==> config.mk <==
export PLATFORM = sky130hd
export DESIGN_NAME = chip8_sprite_draw_flat
export DESIGN_NICKNAME = d
export VERILOG_FILES = /design/src/rtl/chip8_sprite_draw_if.sv /design/src/rtl/chip8_sprite_draw.sv /design/src/flat_wrapper.sv
export SDC_FILE = /design/constraint.sdc
export NUM_CORES = 1
export LEC_CHECK = 0
export BUFFER_PORTS_ARGS = -buffer_cell sky130_fd_sc_hd__buf_2
export CAP_MARGIN = 20
export CORE_UTILIZATION = 54
export DETAILED_ROUTE_END_ITERATION = 10
export PLACE_DENSITY = 0.78
export SLEW_MARGIN = 30
export SYNTH_ARGS = -nofsm -noshare
export SYNTH_HDL_FRONTEND = slang
export SYNTH_SLANG_ARGS = --single-unit
==> constraint.sdc <==
create_clock -name clk_in -period 2.5 [get_ports clk_in]
set_clock_uncertainty 0.05 [all_clocks]
set_input_delay 0.125 -clock clk_in [delete_from_list [all_inputs] [get_ports clk_in]]
set_output_delay 0.125 -clock clk_in [all_outputs]
set_load 0.005 [all_outputs]
==> src/rtl/chip8_sprite_draw_if.sv <==
// chip8_sprite_draw_if
//   Memory-side bundle of the CHIP-8 sprite drawer: the RAM read port, the
//   video (VRAM) read/write port and the shared read-data bus.
//   master : the sprite drawer (issues requests, consumes responses)
//   slave  : the memory (accepts requests, returns rvalid + data)
//   ram_addr_out/ram_valid_out, ram_ready_in/ram_rvalid_in       RAM read port
//   vid_addr_out/vid_we_out/vid_data_out/vid_valid_out,
//   vid_ready_in/vid_rvalid_in                                   video port
//   mem_data_in                                                  shared read data
interface chip8_sprite_draw_if #(
  parameter int unsigned WIDTH          = 8,
  parameter int unsigned VID_ADDR_WIDTH = 16
);
  logic [11:0]               ram_addr_out;
  logic                      ram_valid_out;
  logic                      ram_ready_in;
  logic                      ram_rvalid_in;
  logic [VID_ADDR_WIDTH-1:0] vid_addr_out;
  logic                      vid_we_out;
  logic [WIDTH-1:0]          vid_data_out;
  logic                      vid_valid_out;
  logic                      vid_ready_in;
  logic                      vid_rvalid_in;
  logic [WIDTH-1:0]          mem_data_in;

  modport master (
    output ram_addr_out, ram_valid_out,
    output vid_addr_out, vid_we_out, vid_data_out, vid_valid_out,
    input  ram_ready_in, ram_rvalid_in, vid_ready_in, vid_rvalid_in, mem_data_in
  );

  modport slave (
    input  ram_addr_out, ram_valid_out,
    input  vid_addr_out, vid_we_out, vid_data_out, vid_valid_out,
    output ram_ready_in, ram_rvalid_in, vid_ready_in, vid_rvalid_in, mem_data_in
  );
endinterface

==> src/rtl/chip8_sprite_draw.sv <==
// chip8_sprite_draw
//   Executes CHIP-8 DXYN. Fetches N sprite rows from RAM starting at I and
//   XORs each row into the 64x32 1bpp frame buffer (8 bytes per line, MSB is
//   the leftmost pixel) with read-modify-write, accumulating the VF collision.
//   clk_in, rst_in (sync, active low)
//   start_in, x_in, y_in, n_in, i_in   draw command, latched when accepted in IDLE
//   busy_out, done_out, collision_out  status; collision valid from done_out
//   mem_if (master)                    RAM read port and video read/write port
module chip8_sprite_draw #(
  parameter int unsigned WIDTH          = 8,
  parameter int unsigned VID_ADDR_WIDTH = 16
) (
  input  logic                clk_in,
  input  logic                rst_in,
  input  logic                start_in,
  input  logic [7:0]          x_in,
  input  logic [7:0]          y_in,
  input  logic [3:0]          n_in,
  input  logic [11:0]         i_in,
  output logic                busy_out,
  output logic                done_out,
  output logic                collision_out,
  chip8_sprite_draw_if.master mem_if
);

  typedef enum logic [3:0] {
    S_IDLE,
    S_SPR_REQ,
    S_SPR_WAIT,
    S_L_RD,
    S_L_RWAIT,
    S_L_WR,
    S_L_WWAIT,
    S_R_RD,
    S_R_RWAIT,
    S_R_WR,
    S_R_WWAIT,
    S_NEXT,
    S_DONE
  } state_t;

  state_t                    state_q, state_d;
  logic [5:0]                x0_q, x0_d;
  logic [4:0]                y0_q, y0_d;
  logic [3:0]                n_q, n_d;
  logic [11:0]               i_q, i_d;
  logic [3:0]                row_q, row_d;
  logic [WIDTH-1:0]          part_l_q, part_l_d;
  logic [WIDTH-1:0]          part_r_q, part_r_d;
  logic                      busy_q, busy_d;
  logic                      done_q, done_d;
  logic                      coll_q, coll_d;
  logic [11:0]               ram_addr_q, ram_addr_d;
  logic                      ram_valid_q, ram_valid_d;
  logic [VID_ADDR_WIDTH-1:0] vid_addr_q, vid_addr_d;
  logic                      vid_we_q, vid_we_d;
  logic [WIDTH-1:0]          vid_data_q, vid_data_d;
  logic                      vid_valid_q, vid_valid_d;

  logic [5:0]                row_y;
  logic [2:0]                col;
  logic [2:0]                shamt;
  logic [2*WIDTH-1:0]        split;
  logic                      r_clipped;
  logic [VID_ADDR_WIDTH-1:0] addr_l;
  logic [VID_ADDR_WIDTH-1:0] addr_r;

  // Sprite row positioned across two bytes: upper half lands in byte col,
  // lower half spills into byte col+1.
  assign row_y     = {1'b0, y0_q} + {2'b00, row_q};
  assign col       = x0_q[5:3];
  assign shamt     = x0_q[2:0];
  assign split     = {mem_if.mem_data_in, {WIDTH{1'b0}}} >> shamt;
  assign r_clipped = (col == 3'd7);
  assign addr_l    = VID_ADDR_WIDTH'({row_y[4:0], col});
  assign addr_r    = VID_ADDR_WIDTH'({row_y[4:0], col + 3'd1});

  always_comb begin
    state_d     = state_q;
    x0_d        = x0_q;
    y0_d        = y0_q;
    n_d         = n_q;
    i_d         = i_q;
    row_d       = row_q;
    part_l_d    = part_l_q;
    part_r_d    = part_r_q;
    busy_d      = busy_q;
    done_d      = done_q;
    coll_d      = coll_q;
    ram_addr_d  = ram_addr_q;
    ram_valid_d = ram_valid_q;
    vid_addr_d  = vid_addr_q;
    vid_we_d    = vid_we_q;
    vid_data_d  = vid_data_q;
    vid_valid_d = vid_valid_q;

    unique case (state_q)
      S_IDLE: begin
        if (start_in) begin
          x0_d    = x_in[5:0];
          y0_d    = y_in[4:0];
          n_d     = n_in;
          i_d     = i_in;
          row_d   = '0;
          coll_d  = 1'b0;
          busy_d  = 1'b1;
          state_d = S_SPR_REQ;
        end
      end

      S_SPR_REQ: begin
        // Rows falling off the bottom end the draw; nothing wraps.
        if (row_q == n_q || row_y >= 6'd32) begin
          busy_d  = 1'b0;
          done_d  = 1'b1;
          state_d = S_DONE;
        end else begin
          ram_valid_d = 1'b1;
          ram_addr_d  = i_q + 12'(row_q);
          state_d     = S_SPR_WAIT;
        end
      end

      S_SPR_WAIT: begin
        if (ram_valid_q) begin
          if (mem_if.ram_ready_in) ram_valid_d = 1'b0;
        end else if (mem_if.ram_rvalid_in) begin
          part_l_d = split[2*WIDTH-1:WIDTH];
          part_r_d = r_clipped ? '0 : split[WIDTH-1:0];
          if (split[2*WIDTH-1:WIDTH] != '0)
            state_d = S_L_RD;
          else if (!r_clipped && split[WIDTH-1:0] != '0)
            state_d = S_R_RD;
          else
            state_d = S_NEXT;
        end
      end

      S_L_RD: begin
        vid_valid_d = 1'b1;
        vid_we_d    = 1'b0;
        vid_addr_d  = addr_l;
        state_d     = S_L_RWAIT;
      end

      S_L_RWAIT: begin
        if (vid_valid_q) begin
          if (mem_if.vid_ready_in) vid_valid_d = 1'b0;
        end else if (mem_if.vid_rvalid_in) begin
          vid_data_d = mem_if.mem_data_in ^ part_l_q;
          coll_d     = coll_q | (|(mem_if.mem_data_in & part_l_q));
          state_d    = S_L_WR;
        end
      end

      S_L_WR: begin
        vid_valid_d = 1'b1;
        vid_we_d    = 1'b1;
        state_d     = S_L_WWAIT;
      end

      S_L_WWAIT: begin
        if (vid_valid_q) begin
          if (mem_if.vid_ready_in) vid_valid_d = 1'b0;
        end else if (mem_if.vid_rvalid_in) begin
          state_d = (part_r_q != '0) ? S_R_RD : S_NEXT;
        end
      end

      S_R_RD: begin
        vid_valid_d = 1'b1;
        vid_we_d    = 1'b0;
        vid_addr_d  = addr_r;
        state_d     = S_R_RWAIT;
      end

      S_R_RWAIT: begin
        if (vid_valid_q) begin
          if (mem_if.vid_ready_in) vid_valid_d = 1'b0;
        end else if (mem_if.vid_rvalid_in) begin
          vid_data_d = mem_if.mem_data_in ^ part_r_q;
          coll_d     = coll_q | (|(mem_if.mem_data_in & part_r_q));
          state_d    = S_R_WR;
        end
      end

      S_R_WR: begin
        vid_valid_d = 1'b1;
        vid_we_d    = 1'b1;
        state_d     = S_R_WWAIT;
      end

      S_R_WWAIT: begin
        if (vid_valid_q) begin
          if (mem_if.vid_ready_in) vid_valid_d = 1'b0;
        end else if (mem_if.vid_rvalid_in) begin
          state_d = S_NEXT;
        end
      end

      S_NEXT: begin
        row_d   = row_q + 4'd1;
        state_d = S_SPR_REQ;
      end

      S_DONE: begin
        done_d  = 1'b0;
        state_d = S_IDLE;
      end

      default: state_d = S_IDLE;
    endcase
  end

  always_ff @(posedge clk_in) begin
    if (!rst_in) begin
      state_q     <= S_IDLE;
      x0_q        <= '0;
      y0_q        <= '0;
      n_q         <= '0;
      i_q         <= '0;
      row_q       <= '0;
      part_l_q    <= '0;
      part_r_q    <= '0;
      busy_q      <= 1'b0;
      done_q      <= 1'b0;
      coll_q      <= 1'b0;
      ram_addr_q  <= '0;
      ram_valid_q <= 1'b0;
      vid_addr_q  <= '0;
      vid_we_q    <= 1'b0;
      vid_data_q  <= '0;
      vid_valid_q <= 1'b0;
    end else begin
      state_q     <= state_d;
      x0_q        <= x0_d;
      y0_q        <= y0_d;
      n_q         <= n_d;
      i_q         <= i_d;
      row_q       <= row_d;
      part_l_q    <= part_l_d;
      part_r_q    <= part_r_d;
      busy_q      <= busy_d;
      done_q      <= done_d;
      coll_q      <= coll_d;
      ram_addr_q  <= ram_addr_d;
      ram_valid_q <= ram_valid_d;
      vid_addr_q  <= vid_addr_d;
      vid_we_q    <= vid_we_d;
      vid_data_q  <= vid_data_d;
      vid_valid_q <= vid_valid_d;
    end
  end

  assign busy_out             = busy_q;
  assign done_out             = done_q;
  assign collision_out        = coll_q;
  assign mem_if.ram_addr_out  = ram_addr_q;
  assign mem_if.ram_valid_out = ram_valid_q;
  assign mem_if.vid_addr_out  = vid_addr_q;
  assign mem_if.vid_we_out    = vid_we_q;
  assign mem_if.vid_data_out  = vid_data_q;
  assign mem_if.vid_valid_out = vid_valid_q;

endmodule

==> src/flat_wrapper.sv <==
// flat-port wrapper written by rule: the top's interface ports become plain ports
module chip8_sprite_draw_flat 
#(
  parameter int unsigned WIDTH          = 8,
  parameter int unsigned VID_ADDR_WIDTH = 16
)
  (clk_in, rst_in, start_in, x_in, y_in, n_in, i_in, busy_out, done_out, collision_out, mem_if_ram_addr_out, mem_if_ram_valid_out, mem_if_vid_addr_out, mem_if_vid_we_out, mem_if_vid_data_out, mem_if_vid_valid_out, mem_if_ram_ready_in, mem_if_ram_rvalid_in, mem_if_vid_ready_in, mem_if_vid_rvalid_in, mem_if_mem_data_in);
  chip8_sprite_draw_if #(.WIDTH(WIDTH), .VID_ADDR_WIDTH(VID_ADDR_WIDTH)) mem_if_i ();
  input  logic clk_in;
  input  logic rst_in;
  input  logic start_in;
  input  logic [7:0] x_in;
  input  logic [7:0] y_in;
  input  logic [3:0] n_in;
  input  logic [11:0] i_in;
  output logic busy_out;
  output logic done_out;
  output logic collision_out;
  output wire logic [$bits(mem_if_i.ram_addr_out)-1:0] mem_if_ram_addr_out;
  output wire logic [$bits(mem_if_i.ram_valid_out)-1:0] mem_if_ram_valid_out;
  output wire logic [$bits(mem_if_i.vid_addr_out)-1:0] mem_if_vid_addr_out;
  output wire logic [$bits(mem_if_i.vid_we_out)-1:0] mem_if_vid_we_out;
  output wire logic [$bits(mem_if_i.vid_data_out)-1:0] mem_if_vid_data_out;
  output wire logic [$bits(mem_if_i.vid_valid_out)-1:0] mem_if_vid_valid_out;
  input wire logic [$bits(mem_if_i.ram_ready_in)-1:0] mem_if_ram_ready_in;
  input wire logic [$bits(mem_if_i.ram_rvalid_in)-1:0] mem_if_ram_rvalid_in;
  input wire logic [$bits(mem_if_i.vid_ready_in)-1:0] mem_if_vid_ready_in;
  input wire logic [$bits(mem_if_i.vid_rvalid_in)-1:0] mem_if_vid_rvalid_in;
  input wire logic [$bits(mem_if_i.mem_data_in)-1:0] mem_if_mem_data_in;
  assign mem_if_ram_addr_out = mem_if_i.ram_addr_out;
  assign mem_if_ram_valid_out = mem_if_i.ram_valid_out;
  assign mem_if_vid_addr_out = mem_if_i.vid_addr_out;
  assign mem_if_vid_we_out = mem_if_i.vid_we_out;
  assign mem_if_vid_data_out = mem_if_i.vid_data_out;
  assign mem_if_vid_valid_out = mem_if_i.vid_valid_out;
  assign mem_if_i.ram_ready_in = mem_if_ram_ready_in;
  assign mem_if_i.ram_rvalid_in = mem_if_ram_rvalid_in;
  assign mem_if_i.vid_ready_in = mem_if_vid_ready_in;
  assign mem_if_i.vid_rvalid_in = mem_if_vid_rvalid_in;
  assign mem_if_i.mem_data_in = mem_if_mem_data_in;
  chip8_sprite_draw #(.WIDTH(WIDTH), .VID_ADDR_WIDTH(VID_ADDR_WIDTH)) u_core (.clk_in(clk_in), .rst_in(rst_in), .start_in(start_in), .x_in(x_in), .y_in(y_in), .n_in(n_in), .i_in(i_in), .busy_out(busy_out), .done_out(done_out), .collision_out(collision_out), .mem_if(mem_if_i));
endmodule
-- Yosys cells after proc, flatten, opt, wreduce, memory -nomap -nowiden
Index checks and enable logic that the tools add are counted.
- output and inout port bits: 42
- register bits after elaboration: 93
- reduce and logical (&&, ||, !) cells: 32
- $lt $le $gt $ge: 1
- equality and inequality tests: 27
- shift operators: 1
- multiplexer cells: 44
- bitwise gates (word level): 8
- $add $sub $neg: 4
- operators by type and width (operator ; count):
    two-way mux 4 bit ; 16
    case mux 4 bit (12 select lines) ; 1
    two-way mux 8 bit ; 5
    case mux 16 bit (2 select lines) ; 1
    inequality test 2 bit (second input constant) ; 12
    nonzero test 8 bit ; 3
    == test 4 bit (second input constant) ; 5
    bitwise AND 8 bit ; 2
    == test 4 x 3 -> 1 bit (second input constant) ; 4
    case mux 8 bit (2 select lines) ; 1
    nonzero test 2 bit ; 8
    OR reduction 8 bit ; 2
    right shift 16 x 3 -> 16 bit ; 1
    bitwise XOR 8 bit ; 2
    two-way mux 1 bit ; 13
    adder 12 x 4 -> 12 bit ; 1
    AND reduction 11 bit ; 1
    case mux 1 bit (2 select lines) ; 5
    AND reduction 2 bit ; 5
    == test 4 x 2 -> 1 bit (second input constant) ; 2
    case mux 4 bit (2 select lines) ; 1
    OR reduction 4 bit ; 2
    adder 5 x 4 -> 6 bit ; 1
    >= comparator 6 bit (second input constant) ; 1
    18 further kinds ; 22

-- Depth between registers and ports, before layout
Gate-level depths: netlist of the first run.
- depth in word-level cells: 8
- gate-level depth with buffers: 8
- mapped depth without buffers: 8

-- Worst setup path before layout of the first run
No wires, ideal clock.
- kind: reg2reg
- from: register u_core.row_q[0]
- to: register u_core.ram_addr_q[10], in the netlist u_core.mem_if.ram_addr_out[10]
- library setup time: 0.086 ns
- buffers on the path: 0
- cell stages (with the launch flop): 9
- slack: 0.565 ns
- required time: 2.364 ns
- data arrival time: 1.800 ns
- path through: dfxtp_1 -> ha_1 -> inv_1 -> fa_1 -> nor2b_1 -> o21ai_0 -> a21boi_0 -> xnor2_1 -> a211oi_1
- word-level cells in the longest chain between the ends: 5
- elaborated cells between the ends (all ways): 7
- those cells by class: add/sub (2); order compare (1); eq/ne (1); bitwise (1); reduce/logical (2)
- ends and longest elaborated chain (what ; line ; text):
    start: declaration ; chip8_sprite_draw.sv:47 ; logic [3:0] row_q, row_d;
    start signal: assignment ; chip8_sprite_draw.sv:240 ; row_q <= row_d;
    adder 5 x 4 -> 6 bit ; chip8_sprite_draw.sv:70 ; assign row_y = {1'b0, y0_q} + {2'b00, row_q};
    >= comparator 6 bit ; chip8_sprite_draw.sv:113 ; if (row_q == n_q || row_y >= 6'd32) begin
    logical OR 1 bit ; chip8_sprite_draw.sv:113 ;
    inverter 1 bit (no source line) ; -- ;
    AND reduction 2 bit (no source line) ; -- ;
    end signal: assignment ; chip8_sprite_draw.sv:246 ; ram_addr_q <= ram_addr_d;
    end: declaration ; chip8_sprite_draw.sv:53 ; logic [11:0] ram_addr_q, ram_addr_d;
Several ways; a longest one is shown, not always the timed one.
A chain may end at the register's enable or synchronous reset.

-- Worst setup path after layout of the first run
- from: register u_core.row_q[1]
- to: register u_core.ram_addr_q[8], in the netlist u_core.mem_if.ram_addr_out[8]
Same word-level chain as after synthesis.

==> results.ini, run 1 <==
[run_status]
status=finished, final reports clean

[grt]
grt_pass1_wl_um=18200
antenna_found_initial=2
gr-total-overflow=0
grt_max_degree=58
grt_pass1_vias=3849
grt_util_all_layers=0.260

[synthesis]
synth-main-ff-cell=dfxtp_1
synthDistinctLibCells=66
syn_area_um2=4650
async_flop_share=0
yosysWarnings=0
syn_area_per_cell_um2=8.20
synth_cells=567
synth-seq-area-share=0.362
ys_ff_latch=84
synth_edf_count=0

[route]
via_per_inst=5.63
routedWlPerCell_um=14.9
wl_um=11400
num_vias=4301
ant_nets=0
drtIter0Drc=241
firstDrtPassIters=5
drc_errors=0

[timing]
grt_setup_unrepaired=no
worst_pin_slew_ns=0.578
maxSlewViolCount=0
setup_ws_ns=0.273
max_slew_margin=0.611
fin_crit_ns=2.23
setup_violations=0
tns_ns=0
final_hold_viol_count=0
fmax_mhz=449
finalCritPeriodShare=0.891

[die]
fp.dieH_um=94.8
coreArea_um2=8260
initial_core_util=0.563
die_w_um=94.8
rows=33
top_level_ports=89
dieArea_um2=8990

[placement]
hpwlAfterDp_um=7870
pre_cts_ws_ns=0.320
dpl-instance-area_um2=5060
port_buffers=75
gp_congestion=0.913

[worst_hold_path]
hold_depth=4
whs_endpoint=u_core.mem_if.vid_valid_out$_SDFFE_PN0P_
hp-class=input port to flop
min-delay-start=mem_if_vid_ready_in

[setup_path]
crit_chain=ha_1 -> a21oi_1 -> a2bb2oi_1 -> and3b_1 -> buf_4 -> nor2_1 -> a211oi_1
critPathLaunchType=flop
crit_slowest_cell=dfxtp_1
r2r-end=u_core.mem_if.ram_addr_out[8]$_SDFFE_PN0P_
rrSetupSlack_ns=0.27
critPathKind=flop to flop
worst_path_largest_cell_delay_ns=0.55
end_kind=flop
arrival_ns=2.45
r2r-start=u_core.row_q[1]$_SDFFE_PN0P_
required_ns=2.72
crit_path_max_fanout=20
reg2reg_depth=7

[clock_tree]
cts_root_buf=clkbuf_8
cts_sinks=84
post_cts_buffers=0
cts_tree=built
cts_hold_buf=28
clk_pin_slew_worst_paths_ns=0.09
clockBufferDepth=2
htreeDepth=3
numCtsBuffers=9
cts_resized=0
insertion_delay_ns=0.36

[power_and_ir_drop]
power_leakage_nw=2.29
p_per_area_nw_per_um2=793
power.total_mw=4.39
peakVddDrop_mv=0.539

[finish]
mostFrequentLayoutCells=dfxtp_1 (84), nand2_1 (83), buf_2 (75)
drive_gt1_frac=0.185
areaGrowthSynthToFinish_pct=19.2
finish.instance_area_um2=5540
final_common_cell=dfxtp_1
nets=713

[job]
cap_violations=0

[worst max-delay path by stage]
stage                                                             end  depth (start not counted)                         start  slack (ns)
after detailed placement   u_core.mem_if.ram_addr_out[8]$_SDFFE_PN0P_                          7  u_core.row_q[1]$_SDFFE_PN0P_        0.32
final                      u_core.mem_if.ram_addr_out[8]$_SDFFE_PN0P_                          7  u_core.row_q[1]$_SDFFE_PN0P_        0.27
after global routing       u_core.mem_if.ram_addr_out[9]$_SDFFE_PN0P_                          7  u_core.row_q[1]$_SDFFE_PN0P_        0.06
after global placement                 u_core.state_q[3]$_SDFFE_PN0P_                          6  u_core.row_q[1]$_SDFFE_PN0P_        0.39
after floorplan           u_core.mem_if.ram_addr_out[10]$_SDFFE_PN0P_                          8  u_core.row_q[0]$_SDFFE_PN0P_        0.56
after CTS                  u_core.mem_if.ram_addr_out[8]$_SDFFE_PN0P_                          7  u_core.row_q[1]$_SDFFE_PN0P_        0.30
[area by class of cell]
type / instances / area, um^2
Timing Repair Buffer: 120 / 808
Clock buffer: 10 / 138
Inverter: 12 / 45.0
Antenna cell: 1 / 2.50
Fill cell: 704 / 2720
Multi-Input combinational cell: 426 / 2670
Tap cell: 105 / 131
Sequential cell: 84 / 1680
Clock inverter: 6 / 62.6
[through the flow]
stage | cells | hold slack (ns) | utilization
2_1_floorplan | 574 | 0.211 | -
3_3_place_gp | 719 | 0.316 | 0.613
3_5_place_dp | 719 | 0.321 | 0.613
4_1_cts | 763 | 0.0339 | 0.671
5_1_grt | 763 | 0.0686 | 0.671
6_report | 764 | 0.0528 | 0.671
[power breakdown]
part           leakage, nW  internal, mW  switching [mW]
clock                0.106         0.489           0.502
sequential           0.682          1.56           0.208
combinational         1.51         0.730           0.904
total                 2.29          2.78            1.61
[cells by family (layout without fill, tap and decap cells)]
| logic type | after synthesis | after routing | share of synthesized area |
|---|---|---|---|
| buffers and inverters | 64 | 148 | 0.0689 |
| AND/OR/NAND/NOR | 204 | 204 | 0.207 |
| other | 1 | 9 | 0.000807 |
| AO/OA/AOI/OAI | 138 | 138 | 0.191 |
| adder cells (fa/ha/maj) | 13 | 13 | 0.0382 |
| flip-flops | 84 | 84 | 0.362 |
| multiplexers | 36 | 36 | 0.0815 |
| XOR/XNOR | 27 | 27 | 0.0509 |
[flip-flops by register name, summed over array words and instances (netlist names), 4 cells and up]
signal                      cells
u_core.i_q                     12
u_core.mem_if.ram_addr_out     12
u_core.mem_if.vid_addr_out      8
u_core.mem_if.vid_data_out      8
u_core.part_l_q                 8
u_core.part_r_q                 7
u_core.x0_q                     6
u_core.y0_q                     5
u_core.n_q                      4
u_core.row_q                    4
u_core.state_q                  4
[layer usage]
metal	routed length [um]	vias to the layer above	global-route usage	share of wire
li1	-	2141	-	-
met3	707	15	0.0717	0.062
met5	13	-	0	0.0011
met1	5060	1997	0.335	0.45
met4	116	2	0.0593	0.010
met2	5470	146	0.432	0.48
[worst max-delay path, delay by kind of cell (launching register included)]
kind / cells / cell delay, ns
AOI/OAI and AO/OA: 3 / 0.74
DFF: 1 / 0.55
adders and majority gates: 1 / 0.30
and+or+nand+nor: 2 / 0.27
buffers and inverters: 1 / 0.23
[synth_stat cells, types with 11 or more instances]
| cell type | n | area share |
|---|---|---|
| nand2_1 | 83 | 0.067 |
| nor2_1 | 54 | 0.044 |
| dfxtp_1 | 84 | 0.36 |
| buf_2 | 16 | 0.017 |
| a21oi_1 | 59 | 0.064 |
| nor3_1 | 13 | 0.014 |
| a211oi_1 | 15 | 0.024 |
| ha_1 | 11 | 0.030 |
| o21ai_0 | 15 | 0.016 |
| mux2i_1 | 30 | 0.065 |
| inv_1 | 11 | 0.0089 |
| xnor2_1 | 20 | 0.038 |
| clkbuf_1 | 19 | 0.015 |
| buf_4 | 12 | 0.019 |
Power figures use the tool's default switching activity.
==> run 2, diff against run 1 <==
--- a/config.mk
+++ b/config.mk
@@ -7,10 +7,11 @@
 export LEC_CHECK = 0
 export BUFFER_PORTS_ARGS = -buffer_cell sky130_fd_sc_hd__buf_2
 export CAP_MARGIN = 20
-export CORE_UTILIZATION = 54
+export CORE_ASPECT_RATIO = 1.2
+export CORE_UTILIZATION = 50
 export DETAILED_ROUTE_END_ITERATION = 10
-export PLACE_DENSITY = 0.78
-export SLEW_MARGIN = 30
+export PLACE_DENSITY = 0.76
+export SLEW_MARGIN = 25
 export SYNTH_ARGS = -nofsm -noshare
 export SYNTH_HDL_FRONTEND = slang
 export SYNTH_SLANG_ARGS = --single-unit
==> constraint.sdc (replaced) <==
create_clock -name clk_in -period 1.86 [get_ports clk_in]
set_clock_uncertainty 0.05 [all_clocks]
set_input_delay 0.093 -clock clk_in [delete_from_list [all_inputs] [get_ports clk_in]]
set_output_delay 0.093 -clock clk_in [all_outputs]
set_load 0.005 [all_outputs]
==> run 2 against run 1 <==
- the run now ends with negative setup slack left
- routed wire length rose by 12%
- worst hold slack got worse by 0.021 ns
- die area is 7.8% higher
- global-route usage rose by 0.33 points
- combinational power grew 56%
- cell area rose by 9.9%
- clock power up 21%
- sequential cell count did not move
- register-to-register slack lost 0.34 ns
- non-clock buffer count is 31 higher
- sequential power is 35% higher
==> results.ini, run 2 (synthesis gave the netlist of run 1 again) <==
[grt]
gr-total-overflow=0  ; unchanged
grt_util_all_layers=0.264  ; +0.00326
grt_pass1_vias=4313  ; +12%
antenna_found_initial=0  ; -2
grt_pass1_wl_um=20400  ; +12%
grt_max_degree=50  ; -14%

[setup_path]
crit_path_max_fanout=4  ; -80%
r2r-start=u_core.row_q[2]$_SDFFE_PN0P_
arrival_ns=2.11  ; -0.34 ns
end_kind=flop
required_ns=2.04  ; -0.68 ns
critPathLaunchType=flop
critPathKind=flop to flop
reg2reg_depth=8  ; +1
r2r-end=u_core.mem_if.ram_addr_out[7]$_SDFFE_PN0P_
rrSetupSlack_ns=-0.07  ; -0.34 ns

[timing]
setup_ws_ns=-0.0707  ; -0.344 ns
finalCritPeriodShare=1.04  ; +0.147
fin_crit_ns=1.93  ; -0.296 ns
max_slew_margin=0.644  ; +0.0334
final_hold_viol_count=0  ; unchanged
worst_pin_slew_ns=0.534  ; -0.0440 ns
fmax_mhz=518  ; +15%
maxSlewViolCount=0  ; unchanged
setup_violations=2  ; +2
timing.hold.ws_ns=0.0317  ; -0.0210 ns
grt_setup_unrepaired=yes

[clock_tree]
cts_tree=built
cts_root_buf=clkbuf_8
clk_pin_slew_worst_paths_ns=0.09  ; about the same
numCtsBuffers=9  ; unchanged
cts_sinks=84  ; unchanged
clockBufferDepth=2  ; unchanged
htreeDepth=3  ; unchanged
insertion_delay_ns=0.36  ; about the same

[die]
rows=38  ; +15%
fp.dieH_um=108  ; +14%
dieArea_um2=9690  ; +7.8%
initial_core_util=0.515  ; -0.0483
coreArea_um2=9030  ; +9.4%
top_level_ports=89  ; unchanged
die_w_um=90.0  ; -5.0%

[power_and_ir_drop]
share_comb_of_total_power=0.416  ; +0.044
peakVddDrop_mv=0.533  ; -1.0%
switching_share=0.374  ; +0.00716
power_frac_seq=0.389  ; -0.014
switching_power_mw=2.30  ; +43%
p_per_area_nw_per_um2=1010  ; +27%
pwr-share-clk=0.196  ; -0.030
p_int_mw=3.85  ; +38%
power_leakage_nw=2.46  ; +7.1%

[route]
firstDrtPassIters=7  ; +2
drc_errors=0  ; unchanged
via_per_inst=5.63  ; about the same
ant_nets=0  ; unchanged
num_vias=4558  ; +6.0%
drtIter0Drc=223  ; -7.5%
wl_um=12700  ; +12%
routedWlPerCell_um=15.7  ; +5.8%

[worst_hold_path]
min-delay-start=rst_in
whs_endpoint=u_core.done_out$_SDFFE_PN0P_
hold_depth=3  ; -1
hp-class=input port to flop

[run_status]
violations=negative setup slack
status=finished, violations left

[finish]
nets=744  ; +4.3%
finish.instance_area_um2=6090  ; +9.9%
drive_gt1_frac=0.283  ; +0.0976
num_antenna_cells=0  ; -1
fillers=729  ; +3.6%
mostFrequentLayoutCells=nand2_1 (83), buf_2 (75), dfxtp_1 (75)
areaGrowthSynthToFinish_pct=31.0
final_common_cell=nand2_1
final_util=0.674  ; +0.00316

[placement]
hpwlAfterDp_um=8410  ; +6.9%
dpl-instance-area_um2=5250  ; +3.8%
gp_congestion=0.886  ; -2.9%
port_buffers=75  ; unchanged

[job]
cap_violations=0  ; unchanged

-- run 2: cell count changes in the layout (fill, tap and decap cells not counted), moves of 4 or more --
cell,delta
dfxtp_2,+7
o21ai_0,-4
dfxtp_1,-9
buf_6,+4
ha_4,+6
a211oi_1,-7
ha_1,-7
buf_4,+24
a211oi_2,+7
-- run 2: layer usage --
layer / vias up / global-route usage / share of wire
met4: 0 / 0.123 / 0.035
met3: 39 / 0.0424 / 0.038
met2: 141 / 0.501 / 0.53
li1: 2206 / - / -
met5: - / 0 / 0
met1: 2172 / 0.284 / 0.40
-- run 2: power groups by stage --
stage | Combinational, mW | Clock, mW | Sequential (mW)
6_report | 2.55 | 1.20 | 2.39
5_1_grt | 2.81 | 1.30 | 2.43
4_1_cts | 2.47 | 1.22 | 2.36
3_5_place_dp | 2.27 | 0 | 2.39
3_3_place_gp | 2.23 | 0 | 2.37
2_1_floorplan | 1.66 | 0 | 2.32
-- run 2: how the worst max path moves through the flow --
| stage | start | end | slack, ns | depth (start not counted) |
|---|---|---|---|---|
| floorplan | u_core.row_q[0]$_SDFFE_PN0P_ | u_core.mem_if.ram_addr_out[6]$_SDFFE_PN0P_ | 0.03 | 8 |
| global placement | u_core.row_q[1]$_SDFFE_PN0P_ | u_core.state_q[3]$_SDFFE_PN0P_ | -0.05 | 7 |
| detailed placement | u_core.row_q[0]$_SDFFE_PN0P_ | u_core.mem_if.ram_addr_out[8]$_SDFFE_PN0P_ | -0.07 | 8 |
| CTS | u_core.row_q[2]$_SDFFE_PN0P_ | u_core.mem_if.ram_addr_out[7]$_SDFFE_PN0P_ | -0.01 | 8 |
| global route | u_core.row_q[1]$_SDFFE_PN0P_ | u_core.mem_if.ram_addr_out[7]$_SDFFE_PN0P_ | -0.12 | 7 |
| finish | u_core.row_q[2]$_SDFFE_PN0P_ | u_core.mem_if.ram_addr_out[7]$_SDFFE_PN0P_ | -0.07 | 8 |
-- run 2: area by class of cell --
type	instances	area (um^2)	share of cell area
inverters	12	45.0	0.00739
clock inverters	5	35.0	0.00575
repair buffers	151	1110	0.182
clock buffers	11	141	0.0232
flip-flops and latches	84	1700	0.279
multi-input cells	426	2920	0.479
well taps	120	150	0.0246
-- run 2: critical path, cell delays in order, from the launching register on --
cell,delay [ns]
dfxtp_4,0.37
buf_6,0.13
ha_4,0.24
buf_6,0.12
o21a_1,0.21
a21o_1,0.23
nand4_1,0.15
xor2_1,0.21
a211oi_2,0.09
-- run 2: repair_timing --
item,4_1_cts,5_1_grt
resized for setup,21,37
endpoints found under the setup margin,14,24
gates cloned,2,0
buffers inserted,7,3
pin swaps,4,17
hold buffers,28,0
endpoints found under the hold margin,28,0
-- run 2: metrics by stage --
stage | std cells | power, mW | setup TNS (ns) | worst slack (ns)
finish | 809 | 6.15 | -0.115 | -0.0707
detailed placement | 755 | 4.66 | -0.484 | -0.0747
CTS | 807 | 6.05 | -0.0227 | -0.0115
floorplan | 574 | 3.98 | 0 | 0.0250
global placement | 755 | 4.60 | -0.314 | -0.0466
global route | 809 | 6.55 | -0.500 | -0.116
